`src/rtl/hazard_ctrl.sv`:
```
// ID-stage hazard controller: load-use and branch stall FSM driving PC / IF/ID / ID/EX hold,
// flush and bubble controls. Define HAZARD_STATS_EN to enable the saturating stall counter.
module hazard_ctrl #(
    parameter int unsigned REG_AW       = 5,
    parameter int unsigned LOAD_LAT     = 1,
    parameter int unsigned BRANCH_STALL = 2,
    parameter int unsigned STAT_W       = 16
) (
    input  logic              clk,
    input  logic              rst,
    input  logic              idex_mem_read,
    input  logic [REG_AW-1:0] idex_rt,
    input  logic [REG_AW-1:0] ifid_rs,
    input  logic [REG_AW-1:0] ifid_rt,
    input  logic              id_mem_write,
    input  logic              id_branch,
    input  logic              flush,
    output logic              pc_stall,
    output logic              ifid_stall,
    output logic              ifid_flush,
    output logic              idex_bubble,
    output logic              busy,
    output logic [STAT_W-1:0] stall_cycles
);

    localparam int unsigned MAX_WIN = (LOAD_LAT > BRANCH_STALL) ? LOAD_LAT : BRANCH_STALL;
    localparam int unsigned CNT_W   = $clog2(MAX_WIN + 1);

    typedef enum logic [1:0] {StIdle, StLoad, StBranch} state_e;

    state_e             state_q, state_d;
    logic [CNT_W-1:0]   cnt_q, cnt_d;
    logic               load_use;

    // Stores forward rt mem-to-mem, so only rs can make a store wait on a load.
    assign load_use = idex_mem_read && (idex_rt != '0) &&
                      ((idex_rt == ifid_rs) || ((idex_rt == ifid_rt) && !id_mem_write));

    always_comb begin
        state_d     = state_q;
        cnt_d       = cnt_q;
        pc_stall    = 1'b0;
        ifid_stall  = 1'b0;
        ifid_flush  = 1'b0;
        idex_bubble = 1'b0;
        busy        = 1'b0;

        case (state_q)
            StLoad: begin
                busy        = 1'b1;
                pc_stall    = 1'b1;
                ifid_stall  = 1'b1;
                idex_bubble = 1'b1;
                cnt_d       = cnt_q - CNT_W'(1);
                if (cnt_q <= CNT_W'(1)) begin
                    state_d = StIdle;
                    cnt_d   = '0;
                end
            end
            StBranch: begin
                busy        = 1'b1;
                idex_bubble = 1'b1;
                if (cnt_q > CNT_W'(1)) begin
                    pc_stall   = 1'b1;
                    ifid_stall = 1'b1;
                    cnt_d      = cnt_q - CNT_W'(1);
                end else begin
                    // Release: the instruction behind the branch is squashed.
                    ifid_flush = 1'b1;
                    state_d    = StIdle;
                    cnt_d      = '0;
                end
            end
            default: begin
                state_d = StIdle;
                if (load_use) begin
                    pc_stall    = 1'b1;
                    ifid_stall  = 1'b1;
                    idex_bubble = 1'b1;
                    if (LOAD_LAT > 1) begin
                        state_d = StLoad;
                        cnt_d   = CNT_W'(LOAD_LAT - 1);
                    end
                end else if (id_branch) begin
                    pc_stall   = 1'b1;
                    ifid_stall = 1'b1;
                    state_d    = StBranch;
                    cnt_d      = CNT_W'(BRANCH_STALL);
                end
            end
        endcase

        if (rst || flush) begin
            pc_stall    = 1'b0;
            ifid_stall  = 1'b0;
            ifid_flush  = 1'b0;
            idex_bubble = 1'b0;
            busy        = 1'b0;
            state_d     = StIdle;
            cnt_d       = '0;
        end
    end

    always_ff @(posedge clk or posedge rst) begin
        if (rst) begin
            state_q <= StIdle;
            cnt_q   <= '0;
        end else begin
            state_q <= state_d;
            cnt_q   <= cnt_d;
        end
    end

`ifdef HAZARD_STATS_EN
    logic [STAT_W-1:0] stat_q;

    always_ff @(posedge clk or posedge rst) begin
        if (rst) begin
            stat_q <= '0;
        end else if (pc_stall && (stat_q != '1)) begin
            stat_q <= stat_q + STAT_W'(1);
        end
    end

    assign stall_cycles = stat_q;
`else
    assign stall_cycles = '0;
`endif

endmodule

```
`config.mk`:
```
export PLATFORM = sky130hd
export DESIGN_NAME = hazard_ctrl
export DESIGN_NICKNAME = d
export VERILOG_FILES = /design/src/rtl/hazard_ctrl.sv
export SDC_FILE = /design/constraint.sdc
export NUM_CORES = 1
export LEC_CHECK = 0
export CAP_MARGIN = 20
export CORE_MARGIN = 1
export CORE_UTILIZATION = 31
export CTS_CLUSTER_SIZE = 24
export DETAILED_ROUTE_END_ITERATION = 10
export PLACE_DENSITY = 0.86
export SLEW_MARGIN = 25
export SYNTH_ARGS = -nofsm -noshare
export SYNTH_HDL_FRONTEND = slang
export SYNTH_SLANG_ARGS = --single-unit
```
`constraint.sdc`:
```
create_clock -name clk -period 5.8 [get_ports clk]
set_input_delay 1.16 -clock clk [delete_from_list [all_inputs] [get_ports clk]]
set_output_delay 1.16 -clock clk [all_outputs]
set_load 0.01 [all_outputs]
```
==> results of run 1 <==
[stage by stage]
stage | total power, µW | hold slack (ns) | cells | util
floorplan | 46.2 | 0.533 | 69 | -
global placement | 56.9 | 0.562 | 92 | 0.488
detailed placement | 57.5 | 0.568 | 92 | 0.488
CTS | 96.1 | 0.577 | 96 | 0.509
global route | 100 | 0.607 | 96 | 0.509
finish | 93.5 | 0.568 | 96 | 0.509
[logic make-up after synthesis]
kind of cell	Yosys count	share of synthesized area
AO/OA/AOI/OAI	10	0.174
XOR/XNOR	10	0.200
buffers and inverters	19	0.309
flip-flops	3	0.171
other	1	0.00856
AND/OR/NAND/NOR	11	0.137
[per-layer routing]
| metal | vias to the layer above | track usage | wire, µm |
|---|---|---|---|
| met3 | 0 | 0.0511 | 92 |
| met4 | 0 | 0.0517 | 0 |
| met1 | 176 | 0.0959 | 277 |
| met2 | 29 | 0.275 | 474 |
| li1 | 210 | - | - |
| met5 | - | 0 | 0 |
[critical path, stage by stage]
cell and delay (ns):
sky130_fd_sc_hd__clkdlybuf4s50_1 0.53, sky130_fd_sc_hd__xnor2_1 0.13, sky130_fd_sc_hd__nand4_1 0.09, sky130_fd_sc_hd__or3_1 0.36, sky130_fd_sc_hd__a21oi_2 0.23, sky130_fd_sc_hd__o31a_2 0.17
sky130_fd_sc_hd__clkdlybuf4s50_1 0.53
[registers in the layout, summed over array words and instances, names as in the netlist]
name and cells:
cnt_q 2, state_q 1
[Yosys cell counts]
library cell,count,area share
sky130_fd_sc_hd__o31a_2,1,0.023
sky130_fd_sc_hd__nand4_1,1,0.014
sky130_fd_sc_hd__inv_1,2,0.017
sky130_fd_sc_hd__buf_4,17,0.29
sky130_fd_sc_hd__o21ai_2,1,0.020
sky130_fd_sc_hd__xor2_1,4,0.080
sky130_fd_sc_hd__xnor2_1,6,0.12
sky130_fd_sc_hd__conb_1,1,0.0086
sky130_fd_sc_hd__o22ai_1,1,0.014
sky130_fd_sc_hd__nand3_1,4,0.046
sky130_fd_sc_hd__a41o_1,1,0.023
sky130_fd_sc_hd__dfrtp_1,3,0.17
sky130_fd_sc_hd__or3_1,1,0.014
sky130_fd_sc_hd__nor3_1,2,0.023
sky130_fd_sc_hd__o21ai_0,2,0.023
sky130_fd_sc_hd__o211ai_1,1,0.017
sky130_fd_sc_hd__a21oi_2,1,0.020
sky130_fd_sc_hd__nor4_1,1,0.014
sky130_fd_sc_hd__or4_1,1,0.017
sky130_fd_sc_hd__nor2_1,1,0.0086
sky130_fd_sc_hd__o21a_1,2,0.034
[layout make-up]
cell class	instances	area, µm²	share of cell area
clock buffer	4	26.3	0.0397
timing repair buffer	25	250	0.378
multi-input combinational	47	284	0.429
inverter	2	7.51	0.0113
sequential	3	75.1	0.113
tap	15	18.8	0.0284
[worst max path at each step]
stage                             to  slack [ns]  depth (start not counted)
after detailed placement  ifid_stall        1.42                          7
final                     ifid_stall        1.44                          7
after global placement      pc_stall        1.45                          7
after CTS                 ifid_stall        1.42                          7
after global routing      ifid_stall        1.31                          7
after floorplan             pc_stall        2.30                          5
[power groups by stage]
stage	combinational, µW	clock, µW	sequential [µW]
after global routing	38.1	39.6	22.7
after global placement	34.1	0	22.8
after CTS	34.8	38.7	22.6
final	34.5	36.3	22.6
after detailed placement	34.7	0	22.8
after floorplan	23.6	0	22.7
==> impl.org, run 1 <==
** Outcome
- Status :: complete, no violations

** Synth
- Summing every instance area after synthesis gives 438 µm².
- Number of distinct library cells after synthesis :: 21
- During synthesis, Yosys emitted a total of 0 warnings.
- Avg Synthesized Cell Area :: 8.11 µm²
- After technology mapping, the gate count stands at 54.
- The share of the Yosys chip area taken by registers is 0.171.
- After synthesis the netlist holds a flip-flop and latch count of 3.

** Power
- Power Dens Cells :: 141 mW/mm²
- Share of total power in combinational logic :: 0.369
- Peak supply drop :: 0.0493 mV
- Switching power share of the total :: 0.282
- Clock power share :: 0.389
- The internal portion of the total power is 67.1 µW.
- Relative contribution of sequential cells to total power :: 0.242
- The analysis attributes to net switching a power of 26.4 µW.
- The analysis attributes to cell leakage a power of 0.000275 µW.

** Finish
- The area growth from synthesis to layout is 51.1%.
- Most common cell after layout, fill and taps aside :: sky130_fd_sc_hd__clkdlybuf4s50_1
- Of the cells placed in the final design, the portion with a size suffix greater than 1 is 0.0741.
- Most frequent cells in the layout :: sky130_fd_sc_hd__clkdlybuf4s50_1, sky130_fd_sc_hd__conb_1, sky130_fd_sc_hd__xnor2_1
- Fin area :: 662 µm²
- 0 antenna diodes ended up in the layout.
- The final layout contains 103 nets.
- Counting the fill cells in the layout gives 145.

** Clock tree
- TritonCTS built the clock tree.
- Number of levels the H-tree was split into :: 1
- Clock latency on the worst-skew pair, taken at its later pin, is 0.23 ns.
- The clock drives 3 sinks.
- CTS Hold Buffers Added :: 0
- After clock tree synthesis, the clock-pin slew on the worst setup and hold paths is 0.04 ns.
- Cell at the root of the clock tree :: sky130_fd_sc_hd__clkbuf_4
- Resized cells post-CTS :: 0
- In this run the post-CTS setup repair buffer count came out at 0.
- Maximum buffer depth of the clock tree :: 2
- Total CTS buffers :: 3

** Critical path
- Category of the worst setup path capture point :: primary output
- In this run the critical register-to-register path is launched from state_q[1].
- In this run the worst setup path begins at idex_rt[2].
- Type of the setup path with the least slack :: in2out
- Launching element type of the critical path :: primary input
- Max Fanout on Critical Path :: 5
- For the worst setup path, the data arrival time is 3.20 ns.
- Cell count of the worst reg-to-reg path :: 4
- At the worst endpoint, the required time is 4.64 ns.
- The worst register-to-register path ends at cnt_q[0].
- Setup slack on the worst reg-to-reg path comes out at 4.79 ns.

** STA
- Final critical delay including setup and external delays :: 4.36 ns
- Clock skew after layout :: 0.000272 ns
- The final-report max-slew violation count was 0.
- Setup violations remaining at the end of the flow were counted as 0.
- Based on the critical path, the design can be clocked at up to 229 MHz.
- Setup repair after global routing left no endpoint under its margin.
- Share of the clock period used by the worst path after layout :: 0.753
- Once routing completed, OpenROAD measured the worst setup slack at 1.44 ns.
- Setup tns final :: 0 ns
- The final-report hold violation count was 0.

** Drt
- DRT antenna net count :: 0
- TritonRoute pass-1 iters :: 3
- Per-cell via count in the routed design :: 4.32
- In the final routed layout, each cell accounts on average for 8.79 µm.
- Initial detailed-routing violation count :: 1
- Via count of the routed design :: 415
- Summed over all layers, the routed wires come to 844 µm.
- In the routed design, unresolved DRC markers number 0.

** Global route
- Global routing finished with a remaining overflow of 0.
- In the global route stage, overall resource usage came out at 0.130.
- The first global-routing pass estimated 1300 µm of wire.
- Number of global-route vias before repair :: 392
- The initial antenna violation count was 0.
- Entering global routing, the biggest net connects 8 pins.

** Placed design
- Summed over all nets, the half-perimeter wirelength after detailed placement is 772 µm.
- Global placer's final weighted congestion :: 0.685
- Placement Cell Area :: 636 µm²
- Port buffering added 25 buffers.
- Minimum setup slack after placement :: 1.42 ns

** Min path
- The worst hold path begins at cnt_q[0].
- Counting instances, the worst hold path has a depth of 1.
- The worst hold path terminates at cnt_q[0].
- The min-delay analysis places its worst path in the category reg2reg.

** Floorplanning
- Die H :: 39.6 µm
- The die covers 0.00157 mm².
- Number of top-level pins :: 42
- For this configuration, the core starts out at a cell density of 0.337.
- Row generation in the floorplan step produced 13 rows.
- Die width :: 39.6 µm
- Core Footprint :: 0.00130 mm²

** Run
- The tool flagged a number of max-cap violations equal to 0.
Power figures use the tool's default switching activity.
==> run 2, diff against run 1 <==
--- a/config.mk
+++ b/config.mk
@@ -7,10 +7,10 @@
 export LEC_CHECK = 0
 export CAP_MARGIN = 20
 export CORE_MARGIN = 1
-export CORE_UTILIZATION = 31
+export CORE_UTILIZATION = 29
 export CTS_CLUSTER_SIZE = 24
 export DETAILED_ROUTE_END_ITERATION = 10
-export PLACE_DENSITY = 0.86
+export PLACE_DENSITY = 0.81
 export SLEW_MARGIN = 25
 export SYNTH_ARGS = -nofsm -noshare
 export SYNTH_HDL_FRONTEND = slang
==> constraint.sdc (replaced) <==
create_clock -name clk -period 4.4 [get_ports clk]
set_input_delay 0.88 -clock clk [delete_from_list [all_inputs] [get_ports clk]]
set_output_delay 0.88 -clock clk [all_outputs]
set_load 0.01 [all_outputs]
==> run 2 against run 1 <==
Clock skew grew 0.0013 ns. Register-to-register slack lost 1.4 ns. Sequential power grew 32%. Critical path depth is the same. Die area grew 6.5%. Total power grew 31%. Combinational power grew 32%. First-iteration DRC count grew to 4.0 times the previous value. Setup slack lost 0.88 ns. Flip-flop and latch count is the same. Critical path type unchanged. Critical endpoint is now pc_stall.
==> impl.org, run 2 (synthesized netlist as in run 1, its figures left out) <==
** Global route
- Total congestion overflow :: 0 (unchanged)
- The overall track demand over capacity in global routing was 0.123 (-0.00711).
- The pin count of the biggest net entering global routing is 8 (unchanged).
- Number of global-route vias before repair :: 348 (-11%)
- The first-pass GRT wire length came to 1260 µm (-3.8%).
- Initial antenna violation count :: 0 (unchanged)

** Drt
- The routed length per instance was 9.05 µm (+3.0%).
- The average vias per placed instance came to 4.35 (+0.72%).
- DRT antenna net count :: 0 (unchanged)
- The DRC violation total after the first TritonRoute iteration is 4 (+3).
- The final wirelength is 869 µm (+3.0%).
- The total number of vias came to 418 (+0.72%).
- DRC errors left :: 0 (unchanged)
- TritonRoute pass-1 iters :: 4 (+1)

** Clock tree
- The clock sink count was 3 (unchanged).
- The quantity of gates resized following cts was 0 (unchanged).
- TritonCTS built the clock tree.
- The number of setup buffers added after CTS is 0 (unchanged).
- Total CTS buffers :: 3 (unchanged)
- Skew-Pair Late Insertion Delay :: 0.23 ns (about the same)
- Maximum buffer depth of the clock tree :: 2 (unchanged)
- Clk pin slew, worst setup/hold paths :: 0.04 ns (about the same)
- The tree is rooted in a sky130_fd_sc_hd__clkbuf_4.
- CTS Hold Buffers Added :: 0 (unchanged)
- Number of levels the H-tree was split into :: 1 (unchanged)

** Finish
- The cell area after layout came to 662 µm² (unchanged).
- The signed area change from the synthesized netlist to the final layout is 51.1% (unchanged).
- Area taken by flip-flops and latches :: 75.1 µm² (unchanged)
- The final cell count without fillers is 96 (unchanged).
- Leaving out fill and tap cells, the most frequent cell in the layout is sky130_fd_sc_hd__clkdlybuf4s50_1.
- Register with the highest flop count :: cnt_q
- Share of cells above drive strength 1 :: 0.0741 (unchanged)
- The number of antenna diodes was 0 (unchanged).
- The count of nets after finishing was 103 (unchanged).
- The area of the multi-input gates came to 284 µm² (unchanged).
- The number of fillers in the final layout is 135 (-6.9%).
- Top Registers :: cnt_q: 2 flops, state_q: 1 flops
- Largest register FFs :: 2 (unchanged)
- Most frequent cells in the layout :: sky130_fd_sc_hd__clkdlybuf4s50_1, sky130_fd_sc_hd__conb_1, sky130_fd_sc_hd__xnor2_1

** Critical path
- Critical Path Start :: idex_rt[2]
- The required time reported for the critical path endpoint is 3.52 ns (-1.12 ns).
- Cell count of the worst reg-to-reg path :: 4 (unchanged)
- Type of the setup path with the least slack :: in2out
- The worst register-to-register path begins at state_q[1].
- STA classifies the critical path endpoint as a primary output.
- The worst setup path is launched from a primary input.
- Arrival time at the worst endpoint :: 2.96 ns (-0.24 ns)
- The worst register-to-register path ends at cnt_q[0].
- Critical path destination :: pc_stall
- Reg2Reg Setup Slack :: 3.40 ns (-1.39 ns)
- The peak fanout along the critical path is 5 (unchanged).

** STA
- Share of the clock period used by the worst path after layout :: 0.873
- Based on the critical path, the design can be clocked at up to 260 MHz.
- Setup repair after global routing left no endpoint under its margin.
- The setup-violating endpoint count in the final report is 0 (unchanged).
- The final-report max-slew violation count is 0 (unchanged).
- The minimum hold slack came to 0.578 ns (+0.00983 ns).
- Count of final hold-check violations :: 0 (unchanged)
- Smallest setup slack after layout :: 0.558 ns (-0.877 ns)
- Clock skew after layout :: 0.00156 ns (+0.00129 ns)
- Setup tns final :: 0 ns (unchanged)
- The worst path in the final design needs a cycle of 3.84 ns, including I/O delays and setup.

** Outcome
- Status :: complete, no violations

** Placed design
- Input/output buffers :: 25 (unchanged)
- Placement Cell Area :: 636 µm² (unchanged)
- The final HPWL from detailed placement is 741 µm (-4.0%).
- Cell count after placement :: 92 (unchanged)
- Global placer's final weighted congestion :: 0.704 (+2.8%)
- Minimum setup slack after placement :: 0.551 ns (-0.873 ns)

** Floorplanning
- The area of the core is 0.00135 mm² (+3.7%).
- Initial Utilization :: 0.324 (-0.0122)
- Cell row count :: 13 (unchanged)
- Die width :: 40.9 µm (+3.2%)
- Die H :: 40.9 µm (+3.2%)
- Number of top-level pins :: 42 (unchanged)
- The die area came to 0.00167 mm² (+6.5%).

** Power
- The total power per unit cell area is 186 mW/mm² (+31%).
- Peak supply drop :: 0.0629 mV (+28%)
- The leakage power summed over all cells is 0.000275 µW (unchanged).

** Min path
- Source of the worst hold timing path :: cnt_q[0]
- Number of cells on the worst hold path :: 1 (unchanged)
- Worst Hold Class :: reg2reg

** Run
- The number of violations of the max-capacitance limit was 0 (unchanged).
[run 2: cell counts in the layout (fill, tap and decap cells not counted)]
No cell type changed its count.
[run 2: routing by layer]
metal | track usage | up-vias | wire length [µm]
met5 | 0 | - | 0
met4 | 0.0917 | 0 | 0
met3 | 0.0543 | 0 | 100
met2 | 0.230 | 35 | 474
met1 | 0.0951 | 173 | 295
li1 | - | 210 | -
[run 2: how the worst min path moves through the flow]
stage | to | slack (ns)
after floorplan | cnt_q[0] | 0.53
after global placement | cnt_q[0] | 0.57
after detailed placement | cnt_q[0] | 0.57
after CTS | cnt_q[0] | 0.58
after global routing | cnt_q[0] | 0.61
final | cnt_q[0] | 0.58
[run 2: final cells by class]
cell class                      instances  area share
Clock buffer                            4      0.0397
Inverter                                2      0.0113
Multi-Input combinational cell         47       0.429
Sequential cell                         3       0.113
Tap cell                               15      0.0284
Timing Repair Buffer                   25       0.378
[run 2: report_power, final]
part           switching (µW)  leakage, µW  internal [µW]
clock network            13.5    0.0000150           33.9
registers                1.09    0.0000409           28.7
logic                    19.8     0.000220           25.7
[run 2: per-stage QoR]
step	utilization	power, µW
after global placement	0.471	75.2
after global routing	0.490	135
after floorplan	-	60.9
final	0.490	123
after detailed placement	0.471	75.8
after CTS	0.490	125
[run 2: worst max-delay path, cell delays in order]
cell                              delay, ns
sky130_fd_sc_hd__clkdlybuf4s50_1       0.53
sky130_fd_sc_hd__xnor2_1               0.14
sky130_fd_sc_hd__nand4_1               0.11
sky130_fd_sc_hd__or3_1                 0.38
sky130_fd_sc_hd__a21oi_2               0.24
sky130_fd_sc_hd__o31a_2                0.17
sky130_fd_sc_hd__clkdlybuf4s50_1       0.52
==> run 3, diff against run 2 <==
--- a/config.mk
+++ b/config.mk
@@ -5,7 +5,6 @@
 export SDC_FILE = /design/constraint.sdc
 export NUM_CORES = 1
 export LEC_CHECK = 0
-export CAP_MARGIN = 20
 export CORE_MARGIN = 1
 export CORE_UTILIZATION = 29
 export CTS_CLUSTER_SIZE = 24
==> results of run 3 <==
Same layout as run 2: the final DEF is identical, and so are final timing and power.
